<file path="config.mk">
export PLATFORM = sky130hd
export DESIGN_NAME = mem_access_ctrl_flat
export DESIGN_NICKNAME = d
export VERILOG_FILES = /design/src/rtl/mem_access_ctrl_pkg.sv /design/src/rtl/mem_access_ctrl_if.sv /design/src/rtl/mem_access_ctrl_timeout_cnt.sv /design/src/rtl/mem_access_ctrl.sv /design/src/flat_wrapper.sv
export SDC_FILE = /design/constraint.sdc
export NUM_CORES = 1
export LEC_CHECK = 0
export ABC_CLOCK_PERIOD_IN_PS = 5600
export BUFFER_PORTS_ARGS = -buffer_cell sky130_fd_sc_hd__buf_4
export CAP_MARGIN = 20
export CELL_PAD_IN_SITES_DETAIL_PLACEMENT = 1
export CELL_PAD_IN_SITES_GLOBAL_PLACEMENT = 2
export CORE_UTILIZATION = 32
export CTS_BUF_LIST = sky130_fd_sc_hd__clkbuf_8
export DETAILED_ROUTE_END_ITERATION = 6
export HOLD_SLACK_MARGIN = 0.12
export PLACE_DENSITY_LB_ADDON = 0.15
export SETUP_SLACK_MARGIN = 0.3
export SYNTH_ARGS = -nofsm -noshare
export SYNTH_HDL_FRONTEND = slang
export SYNTH_HIERARCHICAL = 1
export SYNTH_SLANG_ARGS = --single-unit
</file>
<file path="constraint.sdc">
create_clock -name clk_i -period 5.6 [get_ports clk_i]
set_input_delay 1.12 -clock clk_i [delete_from_list [all_inputs] [get_ports clk_i]]
set_output_delay 1.12 -clock clk_i [all_outputs]
set_load 0.02 [all_outputs]
</file>
<file path="src/rtl/mem_access_ctrl_pkg.sv">
// rtl/mem_access_ctrl_pkg.sv - shared state encoding and defaults for the MEM-stage access controller
package cpu_mem_pkg;

  typedef enum logic [1:0] {
    IDLE = 2'd0,
    BUSY = 2'd1,
    DONE = 2'd2
  } state_t;

  localparam int          TIMEOUT_CYC_DEF = 16;
  localparam logic [31:0] ERR_DATA_DEF    = 32'hDEADBEEF;

  function automatic logic word_aligned(input logic [1:0] lsb);
    return (lsb == 2'b00);
  endfunction

endpackage

</file>
<file path="src/rtl/mem_access_ctrl_if.sv">
// rtl/mem_access_ctrl_if.sv - pipeline-side and memory-side signals of the MEM-stage access controller
interface mem_access_ctrl_if #(
  parameter int DATA_W = 32,
  parameter int ADDR_W = 32
);
  logic              MemRead_i;
  logic              MemWrite_i;
  logic [ADDR_W-1:0] Addr_i;
  logic [DATA_W-1:0] WriteData_i;
  logic              mem_req_o;
  logic              mem_we_o;
  logic [ADDR_W-1:0] mem_addr_o;
  logic [DATA_W-1:0] mem_wdata_o;
  logic              mem_ack_i;
  logic [DATA_W-1:0] mem_rdata_i;
  logic [DATA_W-1:0] ReadMem_o;
  logic              stall_o;
  logic              err_o;

  modport master (
    input  MemRead_i, MemWrite_i, Addr_i, WriteData_i, mem_ack_i, mem_rdata_i,
    output mem_req_o, mem_we_o, mem_addr_o, mem_wdata_o, ReadMem_o, stall_o, err_o
  );

  modport slave (
    output MemRead_i, MemWrite_i, Addr_i, WriteData_i, mem_ack_i, mem_rdata_i,
    input  mem_req_o, mem_we_o, mem_addr_o, mem_wdata_o, ReadMem_o, stall_o, err_o
  );
endinterface

</file>
<file path="src/rtl/mem_access_ctrl_timeout_cnt.sv">
// rtl/mem_access_ctrl_timeout_cnt.sv - BUSY-cycle counter with terminal-count flag for the access timeout
module mem_timeout_cnt #(
  parameter int MAX = 16
) (
  input  logic clk,
  input  logic rst,
  input  logic clr,
  input  logic en,
  output logic tc
);

  logic [7:0] count;

  always_ff @(posedge clk or posedge rst) begin
    if (rst) begin
      count <= 8'd0;
    end else if (clr) begin
      count <= 8'd0;
    end else if (en) begin
      count <= count + 8'd1;
    end
  end

  assign tc = (count == 8'(MAX - 1));

endmodule

</file>
<file path="src/rtl/mem_access_ctrl.sv">
// rtl/mem_access_ctrl.sv - MEM-stage req/ack data-memory controller; MEM_LAST_READ_BUF_EN adds a last-read buffer
module mem_access_ctrl
  import cpu_mem_pkg::*;
#(
  parameter int                DATA_W      = 32,
  parameter int                ADDR_W      = 32,
  parameter int                TIMEOUT_CYC = TIMEOUT_CYC_DEF,
  parameter logic [DATA_W-1:0] ERR_DATA    = DATA_W'(ERR_DATA_DEF)
) (
  input  logic              clk_i,
  input  logic              rst_i,
  mem_access_ctrl_if.master bus
);

  state_t state;
  logic   access;
  logic   is_read;
  logic   is_write;
  logic   cnt_tc;

  assign access   = bus.MemRead_i | bus.MemWrite_i;
  assign is_write = bus.MemWrite_i;
  assign is_read  = bus.MemRead_i & ~bus.MemWrite_i;

  assign bus.stall_o = ((state == IDLE) & access) | (state == BUSY);

  mem_timeout_cnt #(
    .MAX(TIMEOUT_CYC)
  ) u_timeout (
    .clk(clk_i),
    .rst(rst_i),
    .clr(state == IDLE),
    .en ((state == BUSY) & ~bus.mem_ack_i),
    .tc (cnt_tc)
  );

`ifdef MEM_LAST_READ_BUF_EN
  logic              buf_valid;
  logic [ADDR_W-1:0] buf_addr;
  logic [DATA_W-1:0] buf_data;
  logic              buf_hit;

  assign buf_hit = is_read & buf_valid & (buf_addr == bus.Addr_i);
`endif

  always_ff @(posedge clk_i or posedge rst_i) begin
    if (rst_i) begin
      state           <= IDLE;
      bus.mem_req_o   <= 1'b0;
      bus.mem_we_o    <= 1'b0;
      bus.mem_addr_o  <= '0;
      bus.mem_wdata_o <= '0;
      bus.ReadMem_o   <= '0;
      bus.err_o       <= 1'b0;
`ifdef MEM_LAST_READ_BUF_EN
      buf_valid       <= 1'b0;
      buf_addr        <= '0;
      buf_data        <= '0;
`endif
    end else begin
      unique case (state)
        IDLE: begin
          if (access) begin
`ifdef MEM_LAST_READ_BUF_EN
            if (is_write) buf_valid <= 1'b0;
`endif
            if (!word_aligned(bus.Addr_i[1:0])) begin
              bus.err_o <= 1'b1;
              if (is_read) bus.ReadMem_o <= ERR_DATA;
              state <= DONE;
`ifdef MEM_LAST_READ_BUF_EN
            end else if (buf_hit) begin
              bus.ReadMem_o <= buf_data;
              state         <= DONE;
`endif
            end else begin
              bus.mem_req_o   <= 1'b1;
              bus.mem_we_o    <= is_write;
              bus.mem_addr_o  <= bus.Addr_i[ADDR_W-1:0];
              bus.mem_wdata_o <= bus.WriteData_i;
              state           <= BUSY;
            end
          end
        end

        BUSY: begin
          // ack is checked first so a reply in the terminal cycle is not an error
          if (bus.mem_ack_i) begin
            bus.mem_req_o <= 1'b0;
            bus.mem_we_o  <= 1'b0;
            if (!bus.mem_we_o) begin
              bus.ReadMem_o <= bus.mem_rdata_i;
`ifdef MEM_LAST_READ_BUF_EN
              buf_valid <= 1'b1;
              buf_addr  <= bus.mem_addr_o;
              buf_data  <= bus.mem_rdata_i;
`endif
            end
            state <= DONE;
          end else if (cnt_tc) begin
            bus.mem_req_o <= 1'b0;
            bus.mem_we_o  <= 1'b0;
            bus.err_o     <= 1'b1;
            if (!bus.mem_we_o) bus.ReadMem_o <= ERR_DATA;
            state <= DONE;
          end
        end

        // inputs still belong to the finished instruction here
        DONE:    state <= IDLE;
        default: state <= IDLE;
      endcase
    end
  end

endmodule
</file>
<file path="src/flat_wrapper.sv">
// flat-port wrapper written by rule: the top's interface ports become plain ports
module mem_access_ctrl_flat import cpu_mem_pkg::*;
#(
  parameter int                DATA_W      = 32,
  parameter int                ADDR_W      = 32,
  parameter int                TIMEOUT_CYC = TIMEOUT_CYC_DEF,
  parameter logic [DATA_W-1:0] ERR_DATA    = DATA_W'(ERR_DATA_DEF)
)
  (clk_i, rst_i, bus_MemRead_i, bus_MemWrite_i, bus_Addr_i, bus_WriteData_i, bus_mem_ack_i, bus_mem_rdata_i, bus_mem_req_o, bus_mem_we_o, bus_mem_addr_o, bus_mem_wdata_o, bus_ReadMem_o, bus_stall_o, bus_err_o);
  mem_access_ctrl_if #(.DATA_W(DATA_W), .ADDR_W(ADDR_W)) bus_i ();
  input  logic clk_i;
  input  logic rst_i;
  input wire logic [$bits(bus_i.MemRead_i)-1:0] bus_MemRead_i;
  input wire logic [$bits(bus_i.MemWrite_i)-1:0] bus_MemWrite_i;
  input wire logic [$bits(bus_i.Addr_i)-1:0] bus_Addr_i;
  input wire logic [$bits(bus_i.WriteData_i)-1:0] bus_WriteData_i;
  input wire logic [$bits(bus_i.mem_ack_i)-1:0] bus_mem_ack_i;
  input wire logic [$bits(bus_i.mem_rdata_i)-1:0] bus_mem_rdata_i;
  output wire logic [$bits(bus_i.mem_req_o)-1:0] bus_mem_req_o;
  output wire logic [$bits(bus_i.mem_we_o)-1:0] bus_mem_we_o;
  output wire logic [$bits(bus_i.mem_addr_o)-1:0] bus_mem_addr_o;
  output wire logic [$bits(bus_i.mem_wdata_o)-1:0] bus_mem_wdata_o;
  output wire logic [$bits(bus_i.ReadMem_o)-1:0] bus_ReadMem_o;
  output wire logic [$bits(bus_i.stall_o)-1:0] bus_stall_o;
  output wire logic [$bits(bus_i.err_o)-1:0] bus_err_o;
  assign bus_i.MemRead_i = bus_MemRead_i;
  assign bus_i.MemWrite_i = bus_MemWrite_i;
  assign bus_i.Addr_i = bus_Addr_i;
  assign bus_i.WriteData_i = bus_WriteData_i;
  assign bus_i.mem_ack_i = bus_mem_ack_i;
  assign bus_i.mem_rdata_i = bus_mem_rdata_i;
  assign bus_mem_req_o = bus_i.mem_req_o;
  assign bus_mem_we_o = bus_i.mem_we_o;
  assign bus_mem_addr_o = bus_i.mem_addr_o;
  assign bus_mem_wdata_o = bus_i.mem_wdata_o;
  assign bus_ReadMem_o = bus_i.ReadMem_o;
  assign bus_stall_o = bus_i.stall_o;
  assign bus_err_o = bus_i.err_o;
  mem_access_ctrl #(.DATA_W(DATA_W), .ADDR_W(ADDR_W), .TIMEOUT_CYC(TIMEOUT_CYC), .ERR_DATA(ERR_DATA)) u_core (.clk_i(clk_i), .rst_i(rst_i), .bus(bus_i));
endmodule
</file>
==> impl_metrics.sql <==
INSERT INTO impl_metrics (metric_group, metric, value, unit) VALUES
('sta', 'finish_stage_setup_viols', '0', ''),
('setup_path', 'cp-start-kind', 'register', ''),
('placed_design', 'pre_cts_ws', '2.17', 'ns'),
('clock_tree', 'worst_setup_hold_path_clk_slew', '0.11', 'ns'),
('pwr', 'p_comb_frac', '0.377', ''),
('clock_tree', 'clock_insertion_delay_worst_skew', '0.38', 'ns'),
('global_route', 'grt_use_total', '0.171', ''),
('placed_design', 'gpl.final_weighted_congestion', '0.726', ''),
('yosys', 'synthesized_net_count', '451', ''),
('setup_path', 'worst-path-max-fanout', '36', ''),
('setup_path', 'cpPeakStageDelay', '0.89', 'ns'),
('status', 'status', 'finished, final reports clean', ''),
('pwr', 'internal-power', '1.64', 'mW'),
('cells_and_area', 'most_common_library_cell_in_the_layout_ignoring_fill_and_taps', 'sky130_fd_sc_hd__buf_4', ''),
('pwr', 'p_clk_frac', '0.187', ''),
('clock_tree', 'numCtsBuffers', '9', ''),
('pwr', 'power-per-cell-area', '398', 'nW/µm²'),
('cells_and_area', 'final.fill_count', '1507', ''),
('die', 'core.rowCount', '43', ''),
('pwr', 'total_switching_power', '0.889', 'mW'),
('cells_and_area', 'multiInputGateArea', '1540', 'µm²'),
('clock_tree', 'max-clock-path-buffers', '2', ''),
('sta', 'grt_setup_unrepaired', 'no', ''),
('sta', 'timing.fmax', '324', 'MHz'),
('clock_tree', 'clock_tree.htree_level_count', '3', ''),
('yosys', 'synth-edff-count', '0', ''),
('yosys', 'synth_area', '4510', 'µm²'),
('die', 'placeableCoreArea', '13800', 'µm²'),
('route', 'drt-wirelength-per-cell', '16.4', 'µm'),
('setup_path', 'req_time_crit_path', '5.88', 'ns'),
('clock_tree', 'clkSinkCount', '109', ''),
('cells_and_area', 'finish.net_count', '648', ''),
('placed_design', 'port-buffer-count', '200', ''),
('sta', 'finClkSkew', '0.0133', 'ns'),
('placed_design', 'place.detailed.hpwl', '8870', 'µm'),
('sta', 'period_minus_slack', '3.09', 'ns'),
('pwr', 'switching_share', '0.352', ''),
('sta', 'worst_slack', '2.51', 'ns'),
('die', 'die_height', '121', 'µm'),
('route', 'length_of_the_first_detailed_routing_pass_in_iterations', '4', ''),
('cells_and_area', 'antenna_cells', '0', ''),
('global_route', 'grt_util_met2', '0.286', ''),
('route', 'drc_errors', '0', ''),
('yosys', 'avgSynthCellArea', '12.9', 'µm²'),
('setup_path', 'rrSetupSlack', '2.51', 'ns'),
('setup_path', 'critical_path_class', 'register to register', ''),
('global_route', 'global_route_wire_length_before_repair', '18900', 'µm'),
('pwr', 'p_leak', '3.09', 'nW'),
('clock_tree', 'cts-resized-gates', '0', ''),
('route', 'vias_per_cell', '4.55', ''),
('yosys', 'synth.yosys.seq_area_share', '0.605', ''),
('route', 'detail_route.wirelength', '12000', 'µm'),
('yosys', 'ys_async_sr_fraction', '1.00', ''),
('cells_and_area', 'syn_to_final_growth', '40.8', '%'),
('clock_tree', 'postCtsSetupRepairBufs', '0', ''),
('sta', 'min_period_over_period', '0.551', ''),
('cells_and_area', 'regArea', '2730', 'µm²'),
('route', 'vias', '3326', ''),
('global_route', 'grt.busiest_layer', 'met2', ''),
('cells_and_area', 'mostFrequentLayoutCells', '203 x sky130_fd_sc_hd__buf_4, 109 x sky130_fd_sc_hd__dfrtp_1, 62 x sky130_fd_sc_hd__mux2_2', ''),
('route', 'dr.first_iter.drc_count', '118', ''),
('yosys', 'synth_flop_cell', 'sky130_fd_sc_hd__dfrtp_1', ''),
('clock_tree', 'tritoncts', 'built', ''),
('global_route', 'number_of_global_route_vias_before_repair', '3671', ''),
('setup_path', 'path_cells', 'nor2_1 -> nand3_2 -> buf_4 -> mux2_2', ''),
('setup_path', 'critical_path.endpoint_type', 'register', ''),
('yosys', 'synth.ff_latch_count', '109', ''),
('setup_path', 'cpMaxStageDelayCell', 'sky130_fd_sc_hd__nand3_2', ''),
('worst_hold_path', 'worst_hold_path_type', 'register to register', ''),
('sta', 'setup_tns', '0', 'ns'),
('global_route', 'met3_usage', '0.0495', '');
-- power by group through the flow --
| stage | Sequential (mW) | Clock (mW) | Combinational (mW) |
|---|---|---|---|
| floorplan | 1.35 | 0 | 0.275 |
| global placement | 1.11 | 0 | 0.953 |
| detailed placement | 1.12 | 0 | 0.970 |
| CTS | 1.10 | 0.503 | 0.970 |
| global route | 1.13 | 0.529 | 1.01 |
| finish | 1.10 | 0.473 | 0.953 |
-- logic make-up (layout without fill, tap and decap cells) --
family | Yosys count | in the layout | synth area share
AND/OR/NAND/NOR | 67 | 67 | 0.0722
AO/OA/AOI/OAI | 20 | 20 | 0.0308
adder cells (fa/ha/maj) | 1 | 1 | 0.00278
flip-flops | 109 | 109 | 0.605
multiplexers | 95 | 95 | 0.228
XOR/XNOR | 4 | 4 | 0.00777
buffers and inverters | 53 | 255 | 0.0533
-- worst max-delay path: cells and delay by family (launching register included) --
kind                   cells  cell delay [ns]
muxes                      1             0.33
buffers and inverters      1             0.56
and+or+nand+nor            2             1.54
DFF                        1             0.51
-- final timing paths --
| kind | from | end | depth (start not counted) |
|---|---|---|---|
| setup reg to reg | u_core/state[1] | u_core/bus.mem_wdata_o[24] | 4 |
| setup / recovery | u_core/state[1] | u_core/bus.mem_wdata_o[24] | 4 |
| min in group asynchronous | rst_i | u_core/u_timeout/count[4] | 2 |
| hold reg to reg | u_core/bus.mem_addr_o[0] | u_core/bus.mem_addr_o[0] | 1 |
| hold / removal | u_core/bus.mem_addr_o[0] | u_core/bus.mem_addr_o[0] | 1 |
| max in group asynchronous | rst_i | u_core/bus.ReadMem_o[15] | 3 |
-- layout make-up --
| class | count | area share |
|---|---|---|
| Tap cell | 180 | 0.0355 |
| Sequential cell | 109 | 0.430 |
| Clock buffer | 11 | 0.0239 |
| Multi-Input combinational cell | 187 | 0.243 |
| Clock inverter | 5 | 0.00651 |
| Inverter | 36 | 0.0217 |
| Timing Repair Buffer | 203 | 0.240 |
-- Yosys cell counts, types with 2 or more instances --
cell type	number	area (µm²)
sky130_fd_sc_hd__dfrtp_1	109	2730
sky130_fd_sc_hd__mux2_2	62	698
sky130_fd_sc_hd__inv_1	36	135
sky130_fd_sc_hd__nor2_1	34	128
sky130_fd_sc_hd__mux2i_1	33	330
sky130_fd_sc_hd__nand2_1	11	41.3
sky130_fd_sc_hd__o21ai_0	7	35.0
sky130_fd_sc_hd__buf_2	6	30.0
sky130_fd_sc_hd__a21oi_1	5	25.0
sky130_fd_sc_hd__clkbuf_1	5	18.8
sky130_fd_sc_hd__buf_6	4	45.0
sky130_fd_sc_hd__nand4_1	4	25.0
sky130_fd_sc_hd__or3_1	4	25.0
sky130_fd_sc_hd__xor2_1	3	26.3
sky130_fd_sc_hd__a31oi_1	2	12.5
sky130_fd_sc_hd__and2_1	2	12.5
sky130_fd_sc_hd__nand3b_1	2	15.0
-- routing by layer --
metal	vias to the layer above	routed length, µm
li1	1550	-
met1	1634	4860
met2	124	5960
met3	18	875
met4	0	304
met5	-	0
-- stage by stage --
| step | util | hold slack, ns | area, µm² | instances | power, mW |
|---|---|---|---|---|---|
| 3_3_place_gp | 0.445 | 0.464 | 6150 | 715 | 2.06 |
| 4_1_cts | 0.459 | 0.509 | 6350 | 731 | 2.58 |
| 3_5_place_dp | 0.445 | 0.474 | 6150 | 715 | 2.09 |
| 5_1_grt | 0.459 | 0.529 | 6350 | 731 | 2.67 |
| 2_1_floorplan | - | 0.520 | 4510 | 349 | 1.62 |
| 6_report | 0.459 | 0.502 | 6350 | 731 | 2.53 |
-- state kept, by name, summed over array words and instances (netlist names) --
| register | cells |
|---|---|
| u_core/bus.ReadMem_o | 32 |
| u_core/bus.mem_addr_o | 32 |
| u_core/bus.mem_wdata_o | 32 |
| u_core/u_timeout/count | 8 |
| u_core/state | 2 |
| u_core/bus.err_o | 1 |
| u_core/bus.mem_req_o | 1 |
| u_core/bus.mem_we_o | 1 |
Note: power is estimated with default switching activity, not from simulation.
